## src/rtl/lsu_pkg.sv

```systemverilog
// Shared types and helpers for the load/store misalignment sequencer.
package lsu_pkg;

  localparam int XLEN = 32;

  // Access-size encodings on cpu_size; 2'b11 is handled like a word.
  localparam logic [1:0] SIZE_B = 2'b00;
  localparam logic [1:0] SIZE_H = 2'b01;
  localparam logic [1:0] SIZE_W = 2'b10;

  typedef enum logic {
    IDLE  = 1'b0,
    SPLIT = 1'b1
  } lsu_state_t;

  // Halfwords must be 2-byte aligned, words 4-byte aligned; bytes never trap.
  function automatic logic is_misaligned(input logic [1:0] size, input logic [1:0] addr_lo);
    logic mis;
    case (size)
      SIZE_B:  mis = 1'b0;
      SIZE_H:  mis = addr_lo[0];
      default: mis = (addr_lo != 2'b00);
    endcase
    return mis;
  endfunction

endpackage

```

## src/rtl/lsu_load_merge.sv

```systemverilog
// Combines bytes gathered during a split load into the final register value,
// applying sign or zero extension for halfwords.
module lsu_load_merge
  import lsu_pkg::*;
(
  input  logic [23:0]     cap_bytes,
  input  logic [7:0]      cur_byte,
  input  logic [1:0]      size,
  input  logic            uns,
  output logic [XLEN-1:0] result
);

  // Lane 0 is the lowest address; the current byte is always the top one of the access.
  always_comb begin
    result = {cur_byte, cap_bytes};
    case (size)
      SIZE_B:  result = {{24{~uns & cur_byte[7]}}, cur_byte};
      SIZE_H:  result = {{16{~uns & cur_byte[7]}}, cur_byte, cap_bytes[7:0]};
      default: result = {cur_byte, cap_bytes};
    endcase
  end

endmodule

```

## src/rtl/lsu_misalign_seq.sv

```systemverilog
// Load/store sequencer between execute and the word-banked data memory.
// Aligned accesses pass straight through; misaligned halfword/word accesses
// are broken into one byte access per cycle while the core is stalled.
// Build option: define MISALIGN_TRAP_EN to raise exc_misalign instead of splitting.
module lsu_misalign_seq
  import lsu_pkg::*;
#(
  parameter int ADDR_W = 12
) (
  input  logic              clock,
  input  logic              reset,
  input  logic [ADDR_W-1:0] cpu_addr,
  input  logic [XLEN-1:0]   cpu_wdata,
  input  logic              cpu_read,
  input  logic              cpu_write,
  input  logic [1:0]        cpu_size,
  input  logic              cpu_unsigned,
  output logic [XLEN-1:0]   cpu_rdata,
  output logic              stall,
  output logic              exc_misalign,
  output logic [ADDR_W-1:0] mem_addr,
  output logic [XLEN-1:0]   mem_wdata,
  output logic              mem_write,
  output logic              mem_sw,
  output logic              mem_sh,
  output logic              mem_sb,
  output logic              mem_lw,
  output logic              mem_lh,
  output logic              mem_lhu,
  output logic              mem_lb,
  output logic              mem_lbu,
  input  logic [XLEN-1:0]   mem_rdata
);

  lsu_state_t  state_r;
  logic [1:0]  idx_r;
  logic [23:0] cap_r;

  logic        req_s;
  logic        wr_s;
  logic        rd_s;
  logic        mis_s;
  logic        trap_s;
  logic        start_s;
  logic        byte_mode_s;
  logic        last_s;
  logic [1:0]  cur_idx_s;
  logic [1:0]  last_idx_s;
  logic [7:0]  wbyte_s;
  logic [XLEN-1:0] merged_s;
  logic        stall_s;
  logic        write_s;

  // Request classification and split bookkeeping; a store wins over a load.
  always_comb begin
    req_s      = cpu_read | cpu_write;
    wr_s       = cpu_write;
    rd_s       = cpu_read & ~cpu_write;
    mis_s      = req_s & is_misaligned(cpu_size, cpu_addr[1:0]);
`ifdef MISALIGN_TRAP_EN
    trap_s     = mis_s & (state_r == IDLE);
`else
    trap_s     = 1'b0;
`endif
    start_s    = (state_r == IDLE) & mis_s & ~trap_s;
    byte_mode_s = start_s | (state_r == SPLIT);
    cur_idx_s  = (state_r == SPLIT) ? idx_r : 2'd0;
    last_idx_s = (cpu_size == SIZE_H) ? 2'd1 : 2'd3;
    last_s     = (state_r == SPLIT) & (idx_r == last_idx_s);
  end

  // Store byte for the current split cycle, taken from the LSB-aligned store data.
  always_comb begin
    case (cur_idx_s)
      2'd0:    wbyte_s = cpu_wdata[7:0];
      2'd1:    wbyte_s = cpu_wdata[15:8];
      2'd2:    wbyte_s = cpu_wdata[23:16];
      2'd3:    wbyte_s = cpu_wdata[31:24];
      default: wbyte_s = cpu_wdata[7:0];
    endcase
  end

  lsu_load_merge u_merge (
    .cap_bytes (cap_r),
    .cur_byte  (mem_rdata[7:0]),
    .size      (cpu_size),
    .uns       (cpu_unsigned),
    .result    (merged_s)
  );

  // Memory-side strobe decode, address generation and core-side result select.
  always_comb begin
    mem_addr  = cpu_addr;
    mem_wdata = cpu_wdata;
    write_s   = 1'b0;
    mem_sw    = 1'b0;
    mem_sh    = 1'b0;
    mem_sb    = 1'b0;
    mem_lw    = 1'b0;
    mem_lh    = 1'b0;
    mem_lhu   = 1'b0;
    mem_lb    = 1'b0;
    mem_lbu   = 1'b0;
    stall_s   = 1'b0;
    cpu_rdata = mem_rdata;
    if (trap_s) begin
      // Trapped access: no memory traffic, result forced to zero.
      cpu_rdata = {XLEN{1'b0}};
    end else if (byte_mode_s) begin
      // Address wraps naturally at the top of the ADDR_W space.
      mem_addr  = cpu_addr + {{(ADDR_W-2){1'b0}}, cur_idx_s};
      mem_wdata = {4{wbyte_s}};
      if (wr_s) begin
        write_s = 1'b1;
        mem_sb  = 1'b1;
      end else begin
        mem_lbu = 1'b1;
      end
      if (last_s) begin
        cpu_rdata = merged_s;
      end else begin
        stall_s = 1'b1;
      end
    end else if (wr_s) begin
      write_s = 1'b1;
      case (cpu_size)
        SIZE_B:  mem_sb = 1'b1;
        SIZE_H:  mem_sh = 1'b1;
        default: mem_sw = 1'b1;
      endcase
    end else if (rd_s) begin
      case (cpu_size)
        SIZE_B: begin
          mem_lb  = ~cpu_unsigned;
          mem_lbu = cpu_unsigned;
        end
        SIZE_H: begin
          mem_lh  = ~cpu_unsigned;
          mem_lhu = cpu_unsigned;
        end
        default: mem_lw = 1'b1;
      endcase
    end else begin
      cpu_rdata = mem_rdata;
    end
  end

  // Reset overrides anything that could corrupt state in the core or memory.
  assign stall     = stall_s & ~reset;
  assign mem_write = write_s & ~reset;
`ifdef MISALIGN_TRAP_EN
  assign exc_misalign = trap_s & ~reset;
`else
  assign exc_misalign = 1'b0;
`endif

  // Split sequencer: walks the byte index and captures load bytes into their lanes.
  always_ff @(posedge clock) begin
    if (reset) begin
      state_r <= IDLE;
      idx_r   <= 2'd0;
      cap_r   <= 24'd0;
    end else begin
      case (state_r)
        IDLE: begin
          if (start_s) begin
            cap_r[7:0] <= mem_rdata[7:0];
            idx_r      <= 2'd1;
            state_r    <= SPLIT;
          end else begin
            idx_r <= 2'd0;
          end
        end
        SPLIT: begin
          if (last_s) begin
            state_r <= IDLE;
            idx_r   <= 2'd0;
          end else begin
            case (idx_r)
              2'd1:    cap_r[15:8]  <= mem_rdata[7:0];
              2'd2:    cap_r[23:16] <= mem_rdata[7:0];
              default: cap_r[7:0]   <= mem_rdata[7:0];
            endcase
            idx_r <= idx_r + 2'd1;
          end
        end
        default: begin
          state_r <= IDLE;
          idx_r   <= 2'd0;
        end
      endcase
    end
  end

endmodule

```

## config.mk

```make
export PLATFORM = sky130hd
export DESIGN_NAME = lsu_misalign_seq
export DESIGN_NICKNAME = d
export VERILOG_FILES = /design/src/rtl/lsu_pkg.sv /design/src/rtl/lsu_load_merge.sv /design/src/rtl/lsu_misalign_seq.sv
export SDC_FILE = /design/constraint.sdc
export NUM_CORES = 1
export LEC_CHECK = 0
export CORE_UTILIZATION = 35
export DETAILED_ROUTE_END_ITERATION = 8
export HOLD_SLACK_MARGIN = 0.08
export PLACE_DENSITY = 0.79
export SYNTH_ARGS = -nofsm -noshare
export SYNTH_HDL_FRONTEND = slang
export SYNTH_SLANG_ARGS = --single-unit
export TNS_END_PERCENT = 100
```

## constraint.sdc

```tcl
create_clock -name clock -period 2.3 [get_ports clock]
set_clock_uncertainty 0.1 [all_clocks]
set_input_delay 0.23 -clock clock [delete_from_list [all_inputs] [get_ports clock]]
set_output_delay 0.23 -clock clock [all_outputs]
set_load 0.005 [all_outputs]
```

==> impl_results.md <==
- Status: finished with violations
- Violations in the final reports: setup timing
- Synth Instances: 369
- WS Path Type: reg2out
- Count of final max-slew check failures: 0
- Clock power frac: 15.0%
- CP max stage delay: 0.35 ns
- Final worst slack: -0.150 ns
- Clock Sinks: 27
- Syn Nets: 456
- CTS tree: yes
- PwrDens: 328 nW/um^2
- WL final: 13.7 mm
- Tmin final: 2.45 ns
- Most used cell, CP: ha_4
- CP Capture Type: output pin
- Max Clk Rate: 408 MHz
- Switch Pwr: 0.000668 W
- Die span in y: 92.0 um
- Wire length per cell: 19.3 um
- Full die area: 8470 sq um
- Total GRT Usage: 28.1%
- Crit path launch type: flip-flop
- Die Wd: 92.0 um
- Prevailing post-synth register cell: dfxtp_1
- Bufs and invs on worst path: 4
- Final non-filler cell total: 709
- Clock buffer count from CTS: 3
- Cells after DPL: 655
- Slowest cell on crit path: dfxtp_2
- Internal: 0.00124 W
- Rows: 32
- DP HPWL: 8.29 mm
- Initial core utilization: 36.5%
- Top cell type's share of synthesized area: 19.0%
- Final setup viols: 25
- Avg Inst Size Synth: 7.69 sq um
- Vias per cell: 5.60
- Drc violations: 0
- Root buffer cell: clkbuf_8
- Port-buffer cells: 168
- Seq cells post-synth: 27
- Final hold violations: 0
- Initial antenna violation count: 0
- FFs w/ async S/R, synth: 0%
- Hold Crit Start: cap_r[23]$_SDFFE_PP0P_
- EDFF count, synth: 0
- Sequential-to-total area share from yosys stat: 19.0%
- Static leakage: 2.80 nW
- Core box area: 7770 sq um
- Longest Clk Path Bufs: 2
- Share of cells above drive strength 1: 32.9%
- Commonest cells after routing, fill and taps aside: 79 x clkdlybuf4s50_1, 61 x buf_4, 40 x o21ai_0
- RSZ-0062 raised after global routing: true
- Sequential power share: 26.6%
- Io pins: 170
- Max H-tree Level: 1
- Max FO, Critical Path: 4
- Syn-to-layout area delta: 105%
- Final total power: 0.00191 W
- Synth warnings: 0
- Peak VDD IR: 0.245 mV
- ANT cells: 0
- Grt ovf: 0
- Top post-synthesis cells by area: dfxtp_1 19%, mux2i_1 11%, o21ai_0 9.9%
- Logic pwr share: 58.4%
- CP top delay family: buffers and inverters
- DR pass1 iterations: 7
- Commonest non-fill, non-tap cell in the layout: clkdlybuf4s50_1
- Cells along the critical path: nand2_2 -> inv_2 -> ha_4 -> buf_12 -> ha_4 -> a21o_1 -> a32oi_1 -> buf_4 -> nor2_1 -> xor2_1 -> buf_2
- Fill count: 535
- Fin crit share: 107%
- Clk_lat worst skew: 0.28 ns
- First-pass GRT wire length: 19.4 mm
- Vias: 3970
- MaxCap Viol Count: 0
- Vias in the first global route: 3906
- TNS Setup: -1.27 ns
- Iteration-0 DRC Markers: 137
- Data required, critical path: 1.97 ns
- Layout net count: 695
- Largest area contributor in the netlist: dfxtp_1
- Post-synthesis cell type count: 45
- Reg2reg start: idx_r[1]$_SDFF_PP0_
- Worst path arrival time: 2.12 ns
- Hold crit path type: reg2reg
- Sw frac: 35.1%
- Post-Syn Area: 2840 sq um
- Post-route design area: 5810 sq um
- Clk pin slew, worst setup/hold paths: 0.10 ns
- Setup crit start: state_r$_SDFF_PP0_
- Post-Place Cell Area: 4920 sq um
- Final ANT Viol Nets: 0
- Gpl congestion: 0.858
- WHS: 0.384 ns
- Pin count of the biggest net entering global routing: 36
metal layers:
metal | up-vias | GRT usage, % | part of all wire (%) | wire (um)
li1 | 1820 | - | - | -
met1 | 1901 | 31.2 | 37 | 5070
met2 | 222 | 53.9 | 52 | 7170
met3 | 27 | 5.97 | 8.8 | 1200
met4 | 0 | 6.77 | 1.7 | 231
met5 | - | 0 | 0 | 0
logic make-up (layout without fill, tap and decap cells):
logic type | count (synthesis) | after routing | share of synthesized area, %
and+or+nand+nor | 90 | 90 | 18.6
buffers and inverters | 44 | 282 | 6.83
AOI/OAI and AO/OA | 147 | 147 | 33.7
muxes | 43 | 43 | 15.7
DFF | 27 | 27 | 19.0
other | 1 | 1 | 0.132
adders and majority gates | 5 | 5 | 2.12
xor gates and xnor gates | 12 | 12 | 3.97
power groups by stage:
| stage | clock network (W) | logic (W) | registers, W |
|---|---|---|---|
| global route | 0.000297 | 0.00118 | 0.000509 |
| detailed placement | 0 | 0.000951 | 0.000513 |
| finish | 0.000285 | 0.00111 | 0.000507 |
| global placement | 0 | 0.000935 | 0.000512 |
| floorplan | 0 | 0.000378 | 0.000510 |
| CTS | 0.000281 | 0.000988 | 0.000505 |
cells in the mapped netlist, types with 3 or more instances:
master / number
mux2_2: 11
xor2_1: 5
mux2i_1: 32
a21oi_1: 26
nor3_1: 4
a221oi_1: 15
buf_4: 4
nor2_1: 14
o22a_1: 9
inv_1: 12
ha_1: 4
nand2b_1: 35
nand2_1: 14
o21ai_1: 3
and2_1: 3
buf_2: 5
dfxtp_1: 27
nor2b_1: 3
o21ai_0: 56
clkbuf_1: 19
a21o_1: 26
and3_1: 5
xnor2_1: 6
path summary, 6_finish.rpt:
| kind | slack (ns) | cells after the start | to |
|---|---|---|---|
| setup reg to reg | 0.31 | 8 | cap_r[14]$_SDFFE_PP0P_ |
| hold reg to reg | 0.38 | 2 | cap_r[23]$_SDFFE_PP0P_ |
| setup / recovery | -0.15 | 11 | mem_addr[4] |
| hold / removal | 0.38 | 2 | cap_r[23]$_SDFFE_PP0P_ |
final cells by class:
cell class                      instances  area (sq um)  share of cell area (%)
Timing Repair Buffer                  264          2530                    43.6
Tap cell                              102           128                    2.20
Clock inverter                          1          7.51                   0.129
Clock buffer                            3          41.3                   0.711
Sequential cell                        27           544                    9.37
Inverter                               14          55.1                   0.948
Multi-Input combinational cell        298          2500                    43.1
worst register-to-register path, stage by stage (launching register included):
cell and delay, ns:
dfxtp_2 0.35, buf_6 0.11, buf_6 0.12, xnor2_4 0.17, buf_4 0.17, buf_4 0.13
clkbuf_16 0.16, o211a_1 0.38, mux2i_1 0.25
flip-flops by register name, indices dropped and copies added, names as in the netlist:
register and cells:
cap_r 24, idx_r 2, state_r 1
metrics by stage:
| step | setup slack [ns] | utilization, % |
|---|---|---|
| after floorplan | 0.0572 | - |
| after global placement | -0.401 | 63.3 |
| after detailed placement | -0.453 | 63.3 |
| after CTS | -0.170 | 69.7 |
| after global routing | -0.282 | 74.8 |
| final | -0.150 | 74.8 |
repair_timing:
action                     4_1_cts  5_1_grt
setup endpoints to repair       85       54
hold buffers                     0        0
gates resized for setup        195      111
pin swaps                       25       23
gates cloned                     1        2
buffers inserted                29       22
(Power assumes the default switching activity.)
==> edit 1: new RTL, same flow settings <==
The option `MISALIGN_TRAP_EN` is turned on by a define.
--- a/src/rtl/lsu_misalign_seq.sv
+++ b/src/rtl/lsu_misalign_seq.sv
@@ -3,4 +3,6 @@
 // are broken into one byte access per cycle while the core is stalled.
 // Build option: define MISALIGN_TRAP_EN to raise exc_misalign instead of splitting.
+`define MISALIGN_TRAP_EN
+
 module lsu_misalign_seq
   import lsu_pkg::*;
Check against the original RTL: not equivalent (Yosys sat finds a counterexample within 4 cycles, from zero or initial values and one cycle with reset high).
==> edit 1 against the original RTL <==
  * The run still ends with setup timing left
  * Sequential cell count unchanged
  * Critical endpoint is now cpu_rdata[7]
  * Routed wire length decreased by 6.5%
  * Setup slack improved by 150 ps
  * Cell area decreased by 5.9%
  * Synthesized area increased by 1.6%
  * Global-route usage decreased by 1.6 points
  * Cell count decreased by 0.14%
  * Total power decreased by 28%
==> edit 1: results (changes against the original RTL) <==
The flow ran to the end, but the final reports show violations. The final reports fail on setup timing. The number of instances resized during post-cts repair is 127 (-35%). The tools report the met2 layer usage reported by global route as 46.45% (-7.5 points). The worst stage delay on the critical path came out at 400 ps (+50 ps).

The width of the chip is 92.78 µm (+0.79%), and the final-layout non-clock buffer area share is 43.51% (-0.051 points). Area share of fa/ha/maj cells after synthesis: 2.082% (-0.034 points). The logs give -529.3 ps (-76.21 ps) for the post-placement worst setup slack and 4951 µm² (+0.69%) for the standard cell area after detailed placement. The leakage component of the power was 2.472 nW (-12%); the internal reg-to-reg setup slack was 400 ps (+90 ps). Net switching share of the total power: 29.76% (-5.3 points).

The final RePlAce weighted congestion was 0.9228 (+7.6%); the post-synthesis sequential area ratio was 18.74% (-0.31 points). The final wirelength is 12.78 mm (-6.5%), and the worst setup slack after layout is -4.631 ps (+145.2 ps). The critical path ends at cpu_rdata[7].

For the via count of the first global-routing pass, the log shows 3711 (-5.0%). The power drawn by the combinational cells is 0.000632 W (-43%), and the number of cells in the design after placement is 675 (+3.1%). Among all stages on the critical path, the largest delay is contributed by sky130_fd_sc_hd__or3b_4.

The count of input and output buffers came out at 169 (+0.60%). The fraction of area in registers is 10.05% (+0.68 points). The run gives 390 (+5.7%) as the instance count of the mapped netlist. The all-layer global routing usage was 26.54% (-1.6 points). For the count of routing violations after the opening detailed-route iteration, the log shows 219 (+60%). After synthesis, the most frequently instantiated cells are sky130_fd_sc_hd__a21oi_1, sky130_fd_sc_hd__mux2i_1, sky130_fd_sc_hd__o21ai_0. The sequential power came out at 0.000465 W (-8.3%).

The number of multi-input combinational cells was 300 (+0.67%); the final-layout clock buffer total was 4 (+1). The final count of negative-setup-slack endpoints is 1 (-96%), and the synthesized net count is 477 (+4.6%). The xor and xnor area share after synthesis was 4.599% (+0.63 points). The hold slack is 383.9 ps (+0.1390 ps), and the share of post-route cells with drive strength above 1 is 24.09% (-8.9 points). The number of buffers other than clock buffers in the final layout was 245 (-7.2%); the average wire per cell in the routed design was 18.05 µm (-6.4%). The maximum net fanout on the critical path works out to 7 (+3). The number of inserted filler cells in the final layout is 589 (+10%), and the worst voltage drop across the vdd grid is 0.0001938 V (-21%). For the global routing usage on met1, the log shows 32.87% (+1.7 points). The total half-perimeter wirelength after legalization and detailed placement was 8.899 mm (+7.3%). The tools report the worst hold path startpoint as cap_r[22]. The multi-input combinational cell area was 2252 µm² (-10%); the worst endpoint data arrival time was 1970 ps (-150 ps).

For the met3 demand-to-capacity share in global routing, the log shows 4.105% (-1.9 points).
edit 1: cell count changes in the layout (fill, tap and decap cells not counted), sizes merged, moves of 8 or more:
cell	unedited run	this run
inv	12	29
a211oi	0	15
mux2	11	2
clkdlybuf4s50	79	97
a21o	26	3
buf	112	84
nand2	14	25
clkbuf	19	10
o2111ai	0	8
a21oi	27	53
a221oi	15	0
o211ai	2	10
o21ai	59	34
edit 1: through the flow:
| stage | utilization [%] | power, W | TNS, ps |
|---|---|---|---|
| 4_1_cts | 66.95 | 0.001355 | -353.4 |
| 6_report | 69.63 | 0.001377 | -4.631 |
| 3_3_place_gp | 63.09 | 0.001071 | -13470 |
| 3_5_place_dp | 63.09 | 0.001082 | -15670 |
| 2_1_floorplan | - | 0.0006683 | 0 |
| 5_1_grt | 69.63 | 0.001437 | -642.9 |
edit 1: tightest hold or removal path, stage by stage, from the launching register on:
cell,delay [ps]
sky130_fd_sc_hd__dfxtp_1,320
sky130_fd_sc_hd__nand2b_1,60
sky130_fd_sc_hd__mux2i_1,60
==> edit 2: new RTL, same settings <==
Made on the original files. Reset style: asynchronous (`reset`), changed in one clocked block.
--- a/src/rtl/lsu_misalign_seq.sv
+++ b/src/rtl/lsu_misalign_seq.sv
@@ -156,5 +156,5 @@
 
   // Split sequencer: walks the byte index and captures load bytes into their lanes.
-  always_ff @(posedge clock) begin
+  always_ff @(posedge clock or posedge reset) begin
     if (reset) begin
       state_r <= IDLE;
Formal check against the unedited RTL: differs if reset is asserted again (counterexample within 4 cycles, from zero or initial values and one cycle with reset high); with reset held inactive, the same outputs for 4 cycles.
==> edit 2 against the original RTL <==
  * The flow still finishes with violations (setup timing)
  * Fmax rose by 2.2%
  * Routed wire length decreased by 13%
  * Sequential share of layout area rose by 2.3 points
  * Cell area unchanged
  * Sequential cell count is the same
  * Hold slack got worse by 120 ps
  * Synthesized area fell by 1.6%
  * Setup slack improved by 52 ps
  * Via count fell by 7.2%
  * Critical path type unchanged
  * Largest cell class unchanged
Power is left out: it rests on default switching activity, and per cell area and clock period it moved more than threefold.
==> edit 2: results (changes against the original RTL) <==
For the net count reported at finish, the log shows 681 (-2.0%). The largest net degree at the start of global routing is 25 (-31%). Routed signal wires occupy layers up through met4.

The logs give -97.83 ps (+52.05 ps) for the worst setup slack after layout and 6 (-76%) for the final count of negative-setup-slack endpoints. The average wire per cell in the routed design is 17.18 µm (-11%), and the total of warnings raised by yosys is 0 (unchanged). The maximum net fanout on the critical path was 4 (unchanged). The number of instances resized during post-cts repair was 179 (-8.2%); the count of input and output buffers was 168 (unchanged). The commonest cells after synthesis are sky130_fd_sc_hd__nand2_1, sky130_fd_sc_hd__mux2_2, sky130_fd_sc_hd__dfrtp_1. The vias per cell works out to 5.301 (-5.3%). The total half-perimeter wirelength after legalization and detailed placement is 7.768 mm (-6.3%). The run gives 27.12% (-1.0 points) as the all-layer global routing usage. The flow ran to the end, but the final reports show violations. The logs give 695 (-2.0%) for the final non-filler cell total and 859 µm (-28%) for the total length of routed met3 wires.

The number of optimization iterations in the first detailed-route pass was 4 (-3). The tools report the number of inserted filler cells in the final layout as 515 (-3.7%). The TritonCTS buffer count came out at 3 (unchanged). The detailed-routed wire length on met2 is 6.285 mm (-12%), and the worst endpoint data arrival time is 2070 ps (-50 ps).

The final RePlAce weighted congestion is 0.8153 (-4.9%). The post-CTS setup-driven buffer insertion count was 31 (+6.9%); the synthesized area per cell was 8.283 µm² (+7.7%). For the clock network latency to the later pin of the worst-skew pair, the log shows 280 ps (about the same). The number of inserted diodes came out at 0 (unchanged). The share of post-route cells with drive strength above 1 was 43.68% (+11 points). For the count of routing violations after the opening detailed-route iteration, the log shows 87 (-36%). Clock-pin slew was measured on the worst setup and hold paths at 90 ps. Sorting the synthesized cells by area gives the leading types as sky130_fd_sc_hd__dfrtp_1, sky130_fd_sc_hd__mux2_2, sky130_fd_sc_hd__nand2_1. The path class of the tightest hold or removal check is input pin to async pin. The final reports fail on setup timing. The via count of the first global-routing pass was 3745 (-4.1%); the length of routed wiring on met1 was 4.455 mm (-12%). For the number of cells in the design after placement, the log shows 635 (-3.1%).

The count of H-tree levels built during CTS came out at 1 (unchanged). The share of async-settable or async-resettable flops after synthesis is 100.0% (+100 points). Library cell used as clock root buffer: sky130_fd_sc_hd__clkbuf_8. The synthesized net count is 424 (-7.0%), and the summed negative setup slack over all endpoints is -260.4 ps (+1011 ps). The tools report the first-pass GRT wire length as 18.10 mm (-6.6%). In the final layout, the registers with the most flip-flops are cap_r (24), idx_r (2), state_r (1). The post-synthesis sequential area ratio was 24.20% (+5.2 points); the maximum count of clock buffers along a single path was 2 (unchanged). The count of cell types in the netlist came out at 48 (+6.7%).
## edit 2: cell types whose count changed in the layout (fill, tap and decap cells not counted), moves of 19 or more
cell,unedited run,this run
sky130_fd_sc_hd__a21o_1,26,1
sky130_fd_sc_hd__clkbuf_2,14,33
sky130_fd_sc_hd__dfrtp_1,0,27
sky130_fd_sc_hd__dfxtp_1,24,0
sky130_fd_sc_hd__dlygate4sd2_1,39,18
sky130_fd_sc_hd__mux2_2,4,32
sky130_fd_sc_hd__nand2_1,11,60
sky130_fd_sc_hd__nand2b_1,32,1
sky130_fd_sc_hd__o21ai_0,40,11
## edit 2: stage by stage
step / area (µm²) / util (%) / setup WS [ps] / hold slack [ps]
floorplan: 2791 / - / 86.71 / 182.7
global placement: 4970 / 64.31 / -388.8 / 381.8
detailed placement: 4970 / 64.31 / -480.2 / 392.5
CTS: 5580 / 72.21 / -183.3 / 278.3
global route: 5808 / 75.16 / -195.5 / 333.3
finish: 5808 / 75.16 / -97.83 / 259.2
## edit 2: worst paths after layout
path	from	to	slack [ps]	cells after the start
max	state_r	mem_addr[10]	-100	9
min	reset	cap_r[5]	260	2
max reg2reg	idx_r[0]	cap_r[4]	240	9
min reg2reg	cap_r[16]	cap_r[16]	420	1
max in group asynchronous	reset	cap_r[15]	1380	3
min in group clock	cap_r[16]	cap_r[16]	420	1
## edit 2: critical path, stage by stage (launching register included)
cell and delay (ps):
sky130_fd_sc_hd__dfrtp_1 390, sky130_fd_sc_hd__buf_6 130, sky130_fd_sc_hd__nand2_4 60, sky130_fd_sc_hd__xnor2_4 180, sky130_fd_sc_hd__ha_4 180, sky130_fd_sc_hd__a31oi_4 100
sky130_fd_sc_hd__buf_6 140, sky130_fd_sc_hd__nor4_4 280, sky130_fd_sc_hd__xor2_1 180, sky130_fd_sc_hd__buf_2 130
## edit 2: layer usage
| layer | up-vias | GRT usage (%) |
|---|---|---|
| met2 | 185 | 50.63 |
| li1 | 1716 | - |
| met1 | 1756 | 30.32 |
| met4 | 0 | 11.24 |
| met5 | - | 0 |
| met3 | 27 | 4.355 |
## edit 2: area by class of cell
| type | count | area [µm²] | share of cell area (%) |
|---|---|---|---|
| Timing Repair Buffer | 275 | 2547 | 43.86 |
| Tap cell | 102 | 127.6 | 2.197 |
| Sequential cell | 27 | 675.6 | 11.63 |
| Inverter | 22 | 82.58 | 1.422 |
| Multi-Input combinational cell | 265 | 2328 | 40.09 |
| Clock buffer | 3 | 41.29 | 0.7109 |
| Clock inverter | 1 | 5.005 | 0.08617 |
## edit 2: cell families after synthesis
kind of cell	Yosys count	synth area share, %
adder cells (fa/ha/maj)	5	2.152
other	1	0.1343
XOR/XNOR	13	4.751
AND/OR/NAND/NOR	98	16.14
multiplexers	65	25.19
AO/OA/AOI/OAI	83	20.40
buffers and inverters	45	7.037
flip-flops	27	24.20
